[config.mk]
export PLATFORM = sky130hd
export DESIGN_NAME = clock_period_meter_flat
export DESIGN_NICKNAME = d
export VERILOG_FILES = /design/src/rtl/clock_period_meter_pkg.sv /design/src/rtl/clock_period_meter_if.sv /design/src/rtl/clock_period_meter_sync_edge_detect.sv /design/src/rtl/clock_period_meter.sv /design/src/flat_wrapper.sv
export SDC_FILE = /design/constraint.sdc
export NUM_CORES = 1
export LEC_CHECK = 0
export ABC_AREA = 0
export ABC_CLOCK_PERIOD_IN_PS = 2800
export CAP_MARGIN = 5
export CORE_UTILIZATION = 46
export DETAILED_ROUTE_END_ITERATION = 16
export GPL_TIMING_DRIVEN = 1
export PLACE_DENSITY_LB_ADDON = 0.2
export SYNTH_ARGS = -nofsm -noshare
export SYNTH_HDL_FRONTEND = slang
export SYNTH_SLANG_ARGS = --single-unit
export TNS_END_PERCENT = 1
[constraint.sdc]
create_clock -name clk_i -period 2.8 [get_ports clk_i]
set_input_delay 0.56 -clock clk_i [delete_from_list [all_inputs] [get_ports clk_i]]
set_output_delay 0.56 -clock clk_i [all_outputs]
set_load 0.05 [all_outputs]
[src/rtl/clock_period_meter_pkg.sv]
// Shared types and helpers for the clock period meter.
package clock_period_meter_pkg;

    localparam int unsigned DefaultCntWidth = 16;

    typedef enum logic [1:0] {
        StWaitLow = 2'd0,
        StArm     = 2'd1,
        StMeasure = 2'd2,
        StStall   = 2'd3
    } state_e;

    // Lower lock bound, clamped at zero when the tolerance exceeds the expected period.
    function automatic int unsigned lock_lo(input int unsigned exp_period,
                                            input int unsigned tolerance);
        return (exp_period > tolerance) ? exp_period - tolerance : 0;
    endfunction

    function automatic int unsigned lock_hi(input int unsigned exp_period,
                                            input int unsigned tolerance);
        return exp_period + tolerance;
    endfunction

endpackage

[src/rtl/clock_period_meter_if.sv]
// Measurement result bundle produced by the clock period meter.
interface clock_period_meter_if #(
    parameter int unsigned CntWidth = 16
);
    logic [CntWidth-1:0] period;
    logic [CntWidth-1:0] high_time;
    logic                period_valid;
    logic                stalled;
    logic                locked;

    modport master (
        output period, high_time, period_valid, stalled, locked
    );

    modport slave (
        input period, high_time, period_valid, stalled, locked
    );
endinterface

[src/rtl/clock_period_meter_sync_edge_detect.sv]
// Multi-flop synchronizer with rise/fall pulse generation on the synchronized level.
module clock_period_meter_sync_edge_detect #(
    parameter int unsigned SyncStages = 2
) (
    input  logic clk_i,
    input  logic rst_i,
    input  logic async_i,
    output logic level_o,
    output logic rise_o,
    output logic fall_o
);
    logic [SyncStages-1:0] sync_q;
    logic                  edge_q;

    // Shift the asynchronous input through the synchronizer and keep one delayed copy.
    always_ff @(posedge clk_i) begin
        if (rst_i) begin
            sync_q <= '0;
            edge_q <= 1'b0;
        end else begin
            sync_q <= {sync_q[SyncStages-2:0], async_i};
            edge_q <= sync_q[SyncStages-1];
        end
    end

    assign level_o = sync_q[SyncStages-1];
    assign rise_o  = sync_q[SyncStages-1] & ~edge_q;
    assign fall_o  = ~sync_q[SyncStages-1] & edge_q;
endmodule

[src/rtl/clock_period_meter.sv]
// Measures period and high time of a slow asynchronous clock, flags stalls and tracks lock.
module clock_period_meter
    import clock_period_meter_pkg::*;
#(
    parameter int unsigned CntWidth      = DefaultCntWidth,
    parameter int unsigned SyncStages    = 2,
    parameter int unsigned TimeoutCycles = 65535,
    parameter int unsigned ExpPeriod     = 5002,
    parameter int unsigned Tolerance     = 8,
    parameter int unsigned LockCount     = 4
) (
    input  logic                        clk_i,
    input  logic                        rst_i,
    input  logic                        clk_meas_i,
    clock_period_meter_if.master        meas_if
);
    localparam int unsigned StreakW = $clog2(LockCount + 1);
    localparam int unsigned FillW   = $clog2(SyncStages + 1);

    localparam logic [CntWidth:0]   LockLo    = (CntWidth+1)'(lock_lo(ExpPeriod, Tolerance));
    localparam logic [CntWidth:0]   LockHi    = (CntWidth+1)'(lock_hi(ExpPeriod, Tolerance));
    localparam logic [CntWidth-1:0] TimeoutM1 = CntWidth'(TimeoutCycles - 1);
    localparam logic [CntWidth-1:0] CntMax    = '1;
    localparam logic [StreakW-1:0]  LockMax   = StreakW'(LockCount);
    localparam logic [FillW-1:0]    FillDone  = FillW'(SyncStages);

    logic level, rise, fall;

    clock_period_meter_sync_edge_detect #(
        .SyncStages (SyncStages)
    ) u_sync (
        .clk_i   (clk_i),
        .rst_i   (rst_i),
        .async_i (clk_meas_i),
        .level_o (level),
        .rise_o  (rise),
        .fall_o  (fall)
    );

    state_e              state_q, state_d;
    logic [CntWidth-1:0] cnt_q, cnt_d, hcnt_q, hcnt_d, pend_q, pend_d;
    logic [CntWidth-1:0] period_q, period_d, high_q, high_d;
    logic                fall_seen_q, fall_seen_d;
    logic                valid_q, valid_d, stalled_q, stalled_d, locked_q, locked_d;
    logic [StreakW-1:0]  streak_q, streak_d;
    logic [FillW-1:0]    fill_q, fill_d;
    logic [CntWidth-1:0] meas_period;
    logic                in_range;

    assign meas_period = cnt_q + 1'b1;
    assign in_range    = ({1'b0, meas_period} >= LockLo) && ({1'b0, meas_period} <= LockHi);

    // Next-state logic for counters, FSM, capture registers and lock tracker.
    always_comb begin
        state_d     = state_q;
        pend_d      = pend_q;
        fall_seen_d = fall_seen_q;
        period_d    = period_q;
        high_d      = high_q;
        valid_d     = 1'b0;
        stalled_d   = stalled_q;
        locked_d    = locked_q;
        streak_d    = streak_q;
        fill_d      = (fill_q == FillDone) ? fill_q : fill_q + 1'b1;

        // Counters saturate so an idle input outside MEASURE never wraps them.
        cnt_d  = rise ? '0 : ((cnt_q == CntMax) ? cnt_q : cnt_q + 1'b1);
        hcnt_d = rise ? '0 : ((fall_seen_q || hcnt_q == CntMax) ? hcnt_q : hcnt_q + 1'b1);
        if (rise) begin
            fall_seen_d = 1'b0;
        end

        unique case (state_q)
            StWaitLow: begin
                // Only trust the level once the synchronizer holds real samples.
                if (fill_q == FillDone && !level) begin
                    state_d = StArm;
                end
            end
            StArm: begin
                if (rise) begin
                    state_d = StMeasure;
                end
            end
            StMeasure: begin
                if (fall) begin
                    pend_d      = hcnt_q + 1'b1;
                    fall_seen_d = 1'b1;
                end
                if (rise) begin
                    period_d = meas_period;
                    high_d   = fall_seen_q ? pend_q : meas_period;
                    valid_d  = 1'b1;
                    if (in_range) begin
                        streak_d = (streak_q == LockMax) ? streak_q : streak_q + 1'b1;
                        locked_d = (streak_d == LockMax);
                    end else begin
                        streak_d = '0;
                        locked_d = 1'b0;
                    end
                end else if (cnt_q == TimeoutM1) begin
                    state_d   = StStall;
                    stalled_d = 1'b1;
                    locked_d  = 1'b0;
                    streak_d  = '0;
                end
            end
            StStall: begin
                if (rise) begin
                    stalled_d = 1'b0;
                    state_d   = StMeasure;
                end
            end
            default: state_d = StWaitLow;
        endcase
    end

    // State and output registers with synchronous reset.
    always_ff @(posedge clk_i) begin
        if (rst_i) begin
            state_q     <= StWaitLow;
            cnt_q       <= '0;
            hcnt_q      <= '0;
            pend_q      <= '0;
            fall_seen_q <= 1'b0;
            period_q    <= '0;
            high_q      <= '0;
            valid_q     <= 1'b0;
            stalled_q   <= 1'b0;
            locked_q    <= 1'b0;
            streak_q    <= '0;
            fill_q      <= '0;
        end else begin
            state_q     <= state_d;
            cnt_q       <= cnt_d;
            hcnt_q      <= hcnt_d;
            pend_q      <= pend_d;
            fall_seen_q <= fall_seen_d;
            period_q    <= period_d;
            high_q      <= high_d;
            valid_q     <= valid_d;
            stalled_q   <= stalled_d;
            locked_q    <= locked_d;
            streak_q    <= streak_d;
            fill_q      <= fill_d;
        end
    end

    assign meas_if.period       = period_q;
    assign meas_if.high_time    = high_q;
    assign meas_if.period_valid = valid_q;
    assign meas_if.stalled      = stalled_q;
    assign meas_if.locked       = locked_q;
endmodule

[src/flat_wrapper.sv]
// flat-port wrapper written by rule: the top's interface ports become plain ports
module clock_period_meter_flat import clock_period_meter_pkg::*;
#(
    parameter int unsigned CntWidth      = DefaultCntWidth,
    parameter int unsigned SyncStages    = 2,
    parameter int unsigned TimeoutCycles = 65535,
    parameter int unsigned ExpPeriod     = 5002,
    parameter int unsigned Tolerance     = 8,
    parameter int unsigned LockCount     = 4
)
  (clk_i, rst_i, clk_meas_i, meas_if_period, meas_if_high_time, meas_if_period_valid, meas_if_stalled, meas_if_locked);
  clock_period_meter_if #(.CntWidth(CntWidth)) meas_if_i ();
  input  logic clk_i;
  input  logic rst_i;
  input  logic clk_meas_i;
  output wire logic [$bits(meas_if_i.period)-1:0] meas_if_period;
  output wire logic [$bits(meas_if_i.high_time)-1:0] meas_if_high_time;
  output wire logic [$bits(meas_if_i.period_valid)-1:0] meas_if_period_valid;
  output wire logic [$bits(meas_if_i.stalled)-1:0] meas_if_stalled;
  output wire logic [$bits(meas_if_i.locked)-1:0] meas_if_locked;
  assign meas_if_period = meas_if_i.period;
  assign meas_if_high_time = meas_if_i.high_time;
  assign meas_if_period_valid = meas_if_i.period_valid;
  assign meas_if_stalled = meas_if_i.stalled;
  assign meas_if_locked = meas_if_i.locked;
  clock_period_meter #(.CntWidth(CntWidth), .SyncStages(SyncStages), .TimeoutCycles(TimeoutCycles), .ExpPeriod(ExpPeriod), .Tolerance(Tolerance), .LockCount(LockCount)) u_core (.clk_i(clk_i), .rst_i(rst_i), .clk_meas_i(clk_meas_i), .meas_if(meas_if_i));
endmodule
==> flow_metrics.env, run 1 <==
export IMPL_worstHoldEndpoint="u_core.u_sync.sync_q[1]"
export IMPL_ys_seq_area_frac=0.435
export IMPL_final_cell_mix="94 x dfxtp_1, 70 x nor2_1, 49 x nand2_1"
export IMPL_clk_latency_ns=0.36
export IMPL_clock_sinks=94
export IMPL_syn_area_um2=4330
export IMPL_clkSlewWorstSetupHoldPaths_ns=0.09
export IMPL_grt_pass1_vias=3182
export IMPL_post_drt_wl_per_cell_um=14.9
export IMPL_fmax_mhz=416
export IMPL_synth_adder_area_share=0.0202
export IMPL_worstReg2RegStart="u_core.cnt_q[0]"
export IMPL_drtPass1Iterations=4
export IMPL_dp_cells=614
export IMPL_cp_max_fo=11
export IMPL_grt_start_max_net_pins=44
export IMPL_root_buffer="clkbuf_8"
export IMPL_cts_tree="done"
export IMPL_switching_share=0.232
export IMPL_route_antenna_remaining_nets=0
export IMPL_dieArea_um2=9810
export IMPL_ys_flop_type="dfxtp_1"
export IMPL_cp_end_kind="flip-flop"
export IMPL_maxCapViolCount=0
export IMPL_p_leak_nw=1.66
export IMPL_nFillCells=876
export IMPL_dieHeight_um=99.0
export IMPL_required_ns=3.05
export IMPL_min_path_type="reg -> reg"
export IMPL_routed_via_density=5.47
export IMPL_hp_start="u_core.u_sync.sync_q[0]"
export IMPL_synth_compound_area_share=0.175
export IMPL_initial_core_util=0.471
export IMPL_io_buffers=37
export IMPL_internal_power_mw=2.02
export IMPL_synth_nets=506
export IMPL_status="completed"
export IMPL_synth_top_family_by_area="simple AND/OR/NAND/NOR gates"
export IMPL_syn_to_final_growth_pct=14.1
export IMPL_async_flop_share=0
export IMPL_synth_seq_cells=94
export IMPL_fin_setup_tns_ns=0
export IMPL_gr_total_overflow=0
export IMPL_place_congestion=0.844
export IMPL_synth_edff_count=0
export IMPL_relSlewSlack=0.553
export IMPL_comb_power_share=0.062
export IMPL_drt_initial_drc_count=167
export IMPL_r2r_end="u_core.meas_if.locked"
export IMPL_arrival_ns=2.65
export IMPL_synthMuxAreaShare=0.00693
export IMPL_core_um2=9200
export IMPL_yosys_warnings=0
export IMPL_numCtsBuffers=9
export IMPL_finalHoldViolations=0
export IMPL_finalCriticalPeriod_ns=2.40
export IMPL_io_pins=38
export IMPL_seqPwrFrac=0.532
export IMPL_whs_path_depth=1
export IMPL_startpoint_type="flip-flop"
export IMPL_rows=35
export IMPL_vias=3438
export IMPL_layoutNonFillerInstCount=629
export IMPL_drive_above_1_share=0.0714
export IMPL_rr_worst_depth=7
export IMPL_hold_buffers=0
export IMPL_skew_ns=0.00952
export IMPL_antenna_cells=0
export IMPL_routed_wl_um=9350
export IMPL_final_util=0.537
export IMPL_hold_ws_ns=0.439
export IMPL_final_common_cell="dfxtp_1"
export IMPL_synthXorXnorAreaFrac=0.0890
export IMPL_rsz0062_at_grt="no"
export IMPL_clkPwrFrac=0.407
export IMPL_final_setup_viol_count=0
export IMPL_slew_violations=0
export IMPL_die_w_um=99.0
export IMPL_drc=0
export IMPL_placed_cell_area_um2=4700
export IMPL_grt_use_total=0.201
export IMPL_p_per_area_nw_per_um2=532
export IMPL_cts_repair_resized=0
export IMPL_path_class="reg -> reg"
export IMPL_fin_area_um2=4940
export IMPL_grt_pass1_wl_um=15600
export IMPL_syn_inst=496
export IMPL_ir_worst_vdd_mv=0.241
export IMPL_avgSynthCellArea_um2=8.73
export IMPL_clock_path_buffers=2
export IMPL_r2r_setup_slack_ns=0.40
export IMPL_nNetsFinal=524
export IMPL_antenna_found_initial=0
export IMPL_postCtsSetupRepairBufs=0
export IMPL_ys_types=58
export IMPL_synth_simple_area_share=0.227
export IMPL_post_route_period_util=0.858
export IMPL_power_switching_mw=0.610
export IMPL_htree_levels=3
export IMPL_worst_pin_slew_ns=0.669
export IMPL_dp_hpwl_um=6600
cells by family after synthesis:
logic type,Yosys count
XOR/XNOR,44
buffers and inverters,45
AND/OR/NAND/NOR,194
multiplexers,3
adder cells (fa/ha/maj),7
AO/OA/AOI/OAI,109
flip-flops,94
critical path: stages, from the launching register on:
cell      delay, ns
dfxtp_1        0.54
ha_1           0.37
nand3_4        0.17
xor2_1         0.24
o32a_1         0.33
and4bb_1       0.23
and4b_1        0.21
a22o_1         0.20
power by group through the flow:
stage               clock network (mW)  logic (mW)  registers, mW
CTS                               1.09       0.163           1.40
global placement                     0       0.154           1.42
finish                            1.07       0.162           1.40
floorplan                            0       0.122           1.43
detailed placement                   0       0.162           1.43
global route                      1.14       0.187           1.40
per-stage QoR:
stage	worst slack, ns	power (mW)
after detailed placement	0.434	1.59
after global routing	0.258	2.73
after global placement	0.562	1.58
after floorplan	0.752	1.55
final	0.397	2.63
after CTS	0.409	2.65
per-layer routing:
layer | GRT usage | up-vias | share of wire
met5 | 0 | - | 0
met4 | 0.0815 | 0 | 0.019
met3 | 0.0319 | 16 | 0.036
met2 | 0.332 | 63 | 0.47
met1 | 0.263 | 1590 | 0.47
li1 | - | 1769 | -
how the worst max path moves through the flow:
stage / startpoint / end / depth (start not counted)
after CTS: u_core.cnt_q[0] / u_core.meas_if.locked / 7
after floorplan: u_core.cnt_q[1] / u_core.meas_if.locked / 8
after global routing: u_core.cnt_q[0] / u_core.meas_if.locked / 7
after detailed placement: u_core.cnt_q[0] / u_core.meas_if.locked / 7
final: u_core.cnt_q[0] / u_core.meas_if.locked / 7
after global placement: u_core.cnt_q[0] / u_core.meas_if.locked / 7
cell usage after synthesis, types with 5 or more instances:
| library cell | number | share of area |
|---|---|---|
| ha_1 | 7 | 0.020 |
| o211ai_1 | 7 | 0.012 |
| dfxtp_1 | 94 | 0.43 |
| nand3_1 | 14 | 0.016 |
| and3_1 | 9 | 0.013 |
| buf_2 | 5 | 0.0058 |
| xor2_1 | 19 | 0.038 |
| inv_1 | 10 | 0.0087 |
| o21ai_0 | 6 | 0.0069 |
| nor2_1 | 70 | 0.061 |
| a21oi_1 | 37 | 0.043 |
| and4_1 | 6 | 0.012 |
| a211oi_1 | 32 | 0.055 |
| nand4_1 | 6 | 0.0087 |
| clkbuf_1 | 24 | 0.021 |
| nor3_1 | 7 | 0.0081 |
| xnor2_1 | 25 | 0.051 |
| nand2_1 | 49 | 0.042 |
state kept, by name, summed over array words and instances, names as in the netlist:
signal                       flops
u_core.u_sync.sync_q             2
u_core.meas_if.locked            1
u_core.meas_if.period           16
u_core.u_sync.edge_q             1
u_core.streak_q                  3
u_core.pend_q                   16
u_core.fill_q                    2
u_core.meas_if.period_valid      1
u_core.cnt_q                    16
u_core.meas_if.stalled           1
u_core.fall_seen_q               1
u_core.meas_if.high_time        16
u_core.hcnt_q                   16
u_core.state_q                   2
area by class of cell:
| cell class | instances | area, µm² | area share |
|---|---|---|---|
| Multi-Input combinational cell | 357 | 2240 | 0.454 |
| Sequential cell | 94 | 1880 | 0.381 |
| Timing Repair Buffer | 42 | 403 | 0.0816 |
| Tap cell | 111 | 139 | 0.0281 |
| Clock buffer | 9 | 124 | 0.0251 |
| Clock inverter | 6 | 111 | 0.0225 |
| Inverter | 10 | 37.5 | 0.00760 |
Note: power is estimated with default switching activity, not from simulation.
==> run 2: changes to the inputs <==
--- a/config.mk
+++ b/config.mk
@@ -6,7 +6,7 @@
 export NUM_CORES = 1
 export LEC_CHECK = 0
 export ABC_AREA = 0
-export ABC_CLOCK_PERIOD_IN_PS = 2800
+export ABC_CLOCK_PERIOD_IN_PS = 2750
 export CAP_MARGIN = 5
 export CORE_UTILIZATION = 46
 export DETAILED_ROUTE_END_ITERATION = 16
==> constraint.sdc (replaced) <==
create_clock -name clk_i -period 2.75 [get_ports clk_i]
set_input_delay 0.55 -clock clk_i [delete_from_list [all_inputs] [get_ports clk_i]]
set_output_delay 0.55 -clock clk_i [all_outputs]
set_load 0.05 [all_outputs]
==> run 2 against run 1 <==
Against the previous run: via count did not move; register-to-register slack got worse by 0.05 ns; critical path depth stayed put; sequential share of layout area grew 0.41 points; power down 7.0%; global-route usage barely moved; wire length decreased by 0.21%; count of clock-buffer cells in the layout rose by 2; combinational power barely moved.
==> flow_metrics.env, run 2 (synthesis gave the netlist of run 1 again) <==
export IMPL_comb_power_share=0.067
export IMPL_internal_power_mw=1.82
export IMPL_routed_wl_um=9330
export IMPL_placed_cell_area_um2=4700
export IMPL_cp_end_kind="flip-flop"
export IMPL_status="completed"
export IMPL_r2r_end="u_core.meas_if.locked"
export IMPL_p_leak_nw=1.64
export IMPL_ir_worst_vdd_mv=0.245
export IMPL_post_place_ws_ns=0.380
export IMPL_fin_setup_tns_ns=0
export IMPL_place_congestion=0.844
export IMPL_fin_area_um2=4890
export IMPL_fmax_mhz=417
export IMPL_final_common_cell="dfxtp_1"
export IMPL_clock_path_buffers=2
export IMPL_grt_pass1_vias=3267
export IMPL_finalWorstSetupSlack_ns=0.349
export IMPL_hold_ws_ns=0.438
export IMPL_whs_path_depth=1
export IMPL_arrival_ns=2.65
export IMPL_path_class="reg -> reg"
export IMPL_route_antenna_remaining_nets=0
export IMPL_drc=0
export IMPL_clk_latency_ns=0.36
export IMPL_required_ns=3.00
export IMPL_drive_above_1_share=0.0713
export IMPL_dieHeight_um=99.0
export IMPL_hp_start="u_core.u_sync.sync_q[0]"
export IMPL_cts_repair_resized=0
export IMPL_numCtsBuffers=9
export IMPL_seqPwrFrac=0.582
export IMPL_nNetsFinal=524
export IMPL_relSlewSlack=0.563
export IMPL_cp_max_fo=11
export IMPL_p_per_area_nw_per_um2=500
export IMPL_grt_start_max_net_pins=44
export IMPL_postCtsSetupRepairBufs=0
export IMPL_final_cell_mix="94 x dfxtp_1, 70 x nor2_1, 49 x nand2_1"
export IMPL_vias=3438
export IMPL_worstReg2RegStart="u_core.cnt_q[0]"
export IMPL_min_path_type="reg -> reg"
export IMPL_io_pins=38
export IMPL_worst_pin_slew_ns=0.655
export IMPL_drtPass1Iterations=4
export IMPL_io_buffers=37
export IMPL_antenna_found_initial=0
export IMPL_core_um2=9200
export IMPL_die_w_um=99.0
export IMPL_rows=35
export IMPL_finalCriticalPeriod_ns=2.40
export IMPL_syn_to_final_growth_pct=12.9
export IMPL_clock_sinks=94
export IMPL_dieArea_um2=9810
export IMPL_grt_use_total=0.202
export IMPL_rsz0062_at_grt="no"
export IMPL_post_route_period_util=0.873
export IMPL_post_drt_wl_per_cell_um=14.8
export IMPL_root_buffer="clkbuf_8"
export IMPL_final_setup_viol_count=0
export IMPL_r2r_setup_slack_ns=0.35
export IMPL_maxCapViolCount=0
export IMPL_worstHoldEndpoint="u_core.u_sync.sync_q[1]"
export IMPL_gr_total_overflow=0
export IMPL_slew_violations=0
export IMPL_startpoint_type="flip-flop"
export IMPL_switching_share=0.255
export IMPL_finalHoldViolations=0
export IMPL_drt_initial_drc_count=120
export IMPL_skew_ns=0.0138
export IMPL_dp_hpwl_um=6600
export IMPL_clkSlewWorstSetupHoldPaths_ns=0.09
export IMPL_rr_worst_depth=7
export IMPL_htree_levels=3
export IMPL_clkPwrFrac=0.351
export IMPL_power_switching_mw=0.625
export IMPL_routed_via_density=5.46
export IMPL_hold_buffers=0
export IMPL_grt_pass1_wl_um=15600
export IMPL_cts_tree="done"
export IMPL_antenna_cells=0
export IMPL_initial_core_util=0.471
## run 2: cell type report
class | instances | area [µm²]
Fill cell | 877 | 4310
Multi-Input combinational cell | 357 | 2240
Sequential cell | 94 | 1880
Timing Repair Buffer | 42 | 403
Clock buffer | 11 | 141
Tap cell | 111 | 139
Clock inverter | 5 | 41.3
Inverter | 10 | 37.5
## run 2: layer usage
metal / vias up / share of wire / GRT usage
met5: - / 0 / 0
met4: 0 / 0.013 / 0.0827
met3: 10 / 0.025 / 0.0262
met2: 52 / 0.48 / 0.342
met1: 1601 / 0.48 / 0.259
li1: 1775 / - / -
## run 2: stage by stage
stage                     power, mW   util  cells
after floorplan                1.58      -    496
after global placement         1.61  0.512    614
after global routing           2.55  0.531    630
final                          2.44  0.531    630
after CTS                      2.47  0.531    630
after detailed placement       1.62  0.512    614
## run 2: worst max path at each step
stage	end	cells after the start	start	slack, ns
3_3_place_gp	u_core.meas_if.locked	7	u_core.cnt_q[0]	0.51
3_5_place_dp	u_core.meas_if.locked	7	u_core.cnt_q[0]	0.38
2_1_floorplan	u_core.meas_if.locked	8	u_core.cnt_q[1]	0.70
5_1_grt	u_core.meas_if.locked	7	u_core.cnt_q[0]	0.22
6_report	u_core.meas_if.locked	7	u_core.cnt_q[0]	0.35
4_1_cts	u_core.meas_if.locked	7	u_core.cnt_q[0]	0.35
## run 2: power by group through the flow
stage / Combinational [mW] / Clock, mW / Sequential [mW]
2_1_floorplan: 0.124 / 0 / 1.45
3_3_place_gp: 0.157 / 0 / 1.45
3_5_place_dp: 0.166 / 0 / 1.46
4_1_cts: 0.167 / 0.882 / 1.42
5_1_grt: 0.187 / 0.936 / 1.43
6_report: 0.165 / 0.857 / 1.42
## run 2: critical path, cell delays in order (launching register included)
cell,delay (ns)
dfxtp_1,0.55
ha_1,0.38
nand3_4,0.17
xor2_1,0.24
o32a_1,0.33
and4bb_1,0.23
and4b_1,0.21
a22o_1,0.20
==> run 3: changes to the inputs <==
--- a/config.mk
+++ b/config.mk
@@ -6,12 +6,12 @@
 export NUM_CORES = 1
 export LEC_CHECK = 0
 export ABC_AREA = 0
-export ABC_CLOCK_PERIOD_IN_PS = 2750
-export CAP_MARGIN = 5
+export ABC_CLOCK_PERIOD_IN_PS = 2700
 export CORE_UTILIZATION = 46
 export DETAILED_ROUTE_END_ITERATION = 16
 export GPL_TIMING_DRIVEN = 1
 export PLACE_DENSITY_LB_ADDON = 0.2
+export RECOVER_POWER = 100
 export SYNTH_ARGS = -nofsm -noshare
 export SYNTH_HDL_FRONTEND = slang
 export SYNTH_SLANG_ARGS = --single-unit
==> constraint.sdc (replaced) <==
create_clock -name clk_i -period 2.7 [get_ports clk_i]
set_input_delay 0.54 -clock clk_i [delete_from_list [all_inputs] [get_ports clk_i]]
set_output_delay 0.54 -clock clk_i [all_outputs]
set_load 0.05 [all_outputs]
==> run 3 against run 2 <==
Against the previous run: the run now ends with capacitance limit, slew limit left; wire length shrank 0.23%; global-route usage grew 0.061 points; sequential power is essentially flat; hold slack about the same; critical path type unchanged; largest cell class unchanged; largest power group unchanged; highest routed layer unchanged.
==> flow_metrics.env, run 3 (synthesis gave the netlist of run 1 again) <==
export IMPL_status="finished, violations left"
export IMPL_violations="capacitance limit, slew limit"
export IMPL_grt_start_max_net_pins=44
export IMPL_final_cell_mix="94 x dfxtp_1, 71 x nor2_1, 49 x nand2_1"
export IMPL_finalHoldViolations=0
export IMPL_clkSlewWorstSetupHoldPaths_ns=0.09
export IMPL_gr_total_overflow=0
export IMPL_numCtsBuffers=9
export IMPL_startpoint_type="flip-flop"
export IMPL_final_setup_viol_count=0
export IMPL_place_congestion=0.844
export IMPL_cp_max_fo=11
export IMPL_fin_area_um2=4850
export IMPL_relSlewSlack=-0.0925
export IMPL_post_route_period_util=0.896
export IMPL_htree_levels=3
export IMPL_hold_buffers=0
export IMPL_ir_worst_vdd_mv=0.262
export IMPL_initial_core_util=0.471
export IMPL_finalWorstSetupSlack_ns=0.281
export IMPL_final_common_cell="dfxtp_1"
export IMPL_required_ns=2.96
export IMPL_p_per_area_nw_per_um2=513
export IMPL_postCtsSetupRepairBufs=0
export IMPL_arrival_ns=2.67
export IMPL_placed_cell_area_um2=4700
export IMPL_nFillCells=912
export IMPL_seqPwrFrac=0.582
export IMPL_finalCriticalPeriod_ns=2.42
export IMPL_core_um2=9200
export IMPL_cp_end_kind="flip-flop"
export IMPL_vias=3444
export IMPL_multi_input_area_um2=2220
export IMPL_regArea_um2=1880
export IMPL_comb_power_share=0.067
export IMPL_fmax_mhz=413
export IMPL_rsz0062_at_grt="no"
export IMPL_root_buffer="clkbuf_8"
export IMPL_routed_via_density=5.47
export IMPL_p_leak_nw=1.76
export IMPL_clk_latency_ns=0.36
export IMPL_syn_to_final_growth_pct=12.1
export IMPL_dieArea_um2=9810
export IMPL_route_antenna_remaining_nets=0
export IMPL_clock_sinks=94
export IMPL_die_w_um=99.0
export IMPL_dieHeight_um=99.0
export IMPL_grt_use_total=0.202
export IMPL_internal_power_mw=1.85
export IMPL_antenna_found_initial=0
export IMPL_switching_share=0.257
export IMPL_maxCapViolCount=1
export IMPL_routed_wl_um=9310
export IMPL_skew_ns=0.0128
export IMPL_worst_pin_slew_ns=1.64
export IMPL_clock_path_buffers=2
export IMPL_grt_pass1_vias=3268
export IMPL_drc=0
export IMPL_drtPass1Iterations=4
export IMPL_drive_above_1_share=0.0597
export IMPL_grt_pass1_wl_um=15700
export IMPL_cts_tree="done"
export IMPL_total_power_mw=2.49
export IMPL_antenna_cells=0
export IMPL_slew_violations=38
export IMPL_nNetsFinal=524
export IMPL_min_path_type="reg -> reg"
export IMPL_io_pins=38
export IMPL_post_place_ws_ns=0.312
export IMPL_dp_hpwl_um=6600
export IMPL_clkPwrFrac=0.352
export IMPL_rows=35
export IMPL_drt_initial_drc_count=126
export IMPL_post_drt_wl_per_cell_um=14.8
export IMPL_io_buffers=37
export IMPL_fin_setup_tns_ns=0
export IMPL_path_class="reg -> reg"
export IMPL_cts_repair_resized=0
export IMPL_power_switching_mw=0.640
## run 3: final cells by class
type | instances | area share
multi-input cells | 357 | 0.457
flip-flops and latches | 94 | 0.388
repair buffers | 42 | 0.0817
clock buffers | 11 | 0.0291
inverters | 10 | 0.00773
well taps | 111 | 0.0286
clock inverters | 5 | 0.00851
## run 3: per-stage QoR
step / std cells / util / hold WS, ns
floorplan: 496 / - / 0.414
global placement: 614 / 0.512 / 0.423
detailed placement: 614 / 0.512 / 0.420
CTS: 630 / 0.531 / 0.441
global route: 630 / 0.528 / 0.461
finish: 630 / 0.528 / 0.438
## run 3: path summary, 6_finish.rpt
kind	end	cells past startpoint	startpoint	slack, ns
setup / recovery	u_core.meas_if.locked	7	u_core.cnt_q[0]	0.28
hold / removal	u_core.u_sync.sync_q[1]	1	u_core.u_sync.sync_q[0]	0.44
setup reg to reg	u_core.meas_if.locked	7	u_core.cnt_q[0]	0.28
hold reg to reg	u_core.u_sync.sync_q[1]	1	u_core.u_sync.sync_q[0]	0.44
## run 3: worst max-delay path, stage by stage, from the launching register on
cell and delay (ns):
dfxtp_1 0.55, ha_1 0.38, nand3_4 0.16, xor2_1 0.23, o32a_1 0.33, and4bb_1 0.24, and4b_1 0.21, a22o_1 0.20
## run 3: metal layers
layer / global-route usage / vias up / routed length (µm)
met5: 0 / - / 0
met4: 0.0918 / 0 / 106
li1: - / 1773 / -
met1: 0.254 / 1611 / 4440
met2: 0.342 / 50 / 4400
met3: 0.0305 / 10 / 365
## run 3: power by group through the flow
stage / Clock, mW / Sequential (mW) / Combinational (mW)
3_3_place_gp: 0 / 1.48 / 0.160
2_1_floorplan: 0 / 1.48 / 0.126
3_5_place_dp: 0 / 1.48 / 0.168
5_1_grt: 0.954 / 1.46 / 0.193
4_1_cts: 0.898 / 1.45 / 0.169
6_report: 0.876 / 1.45 / 0.166
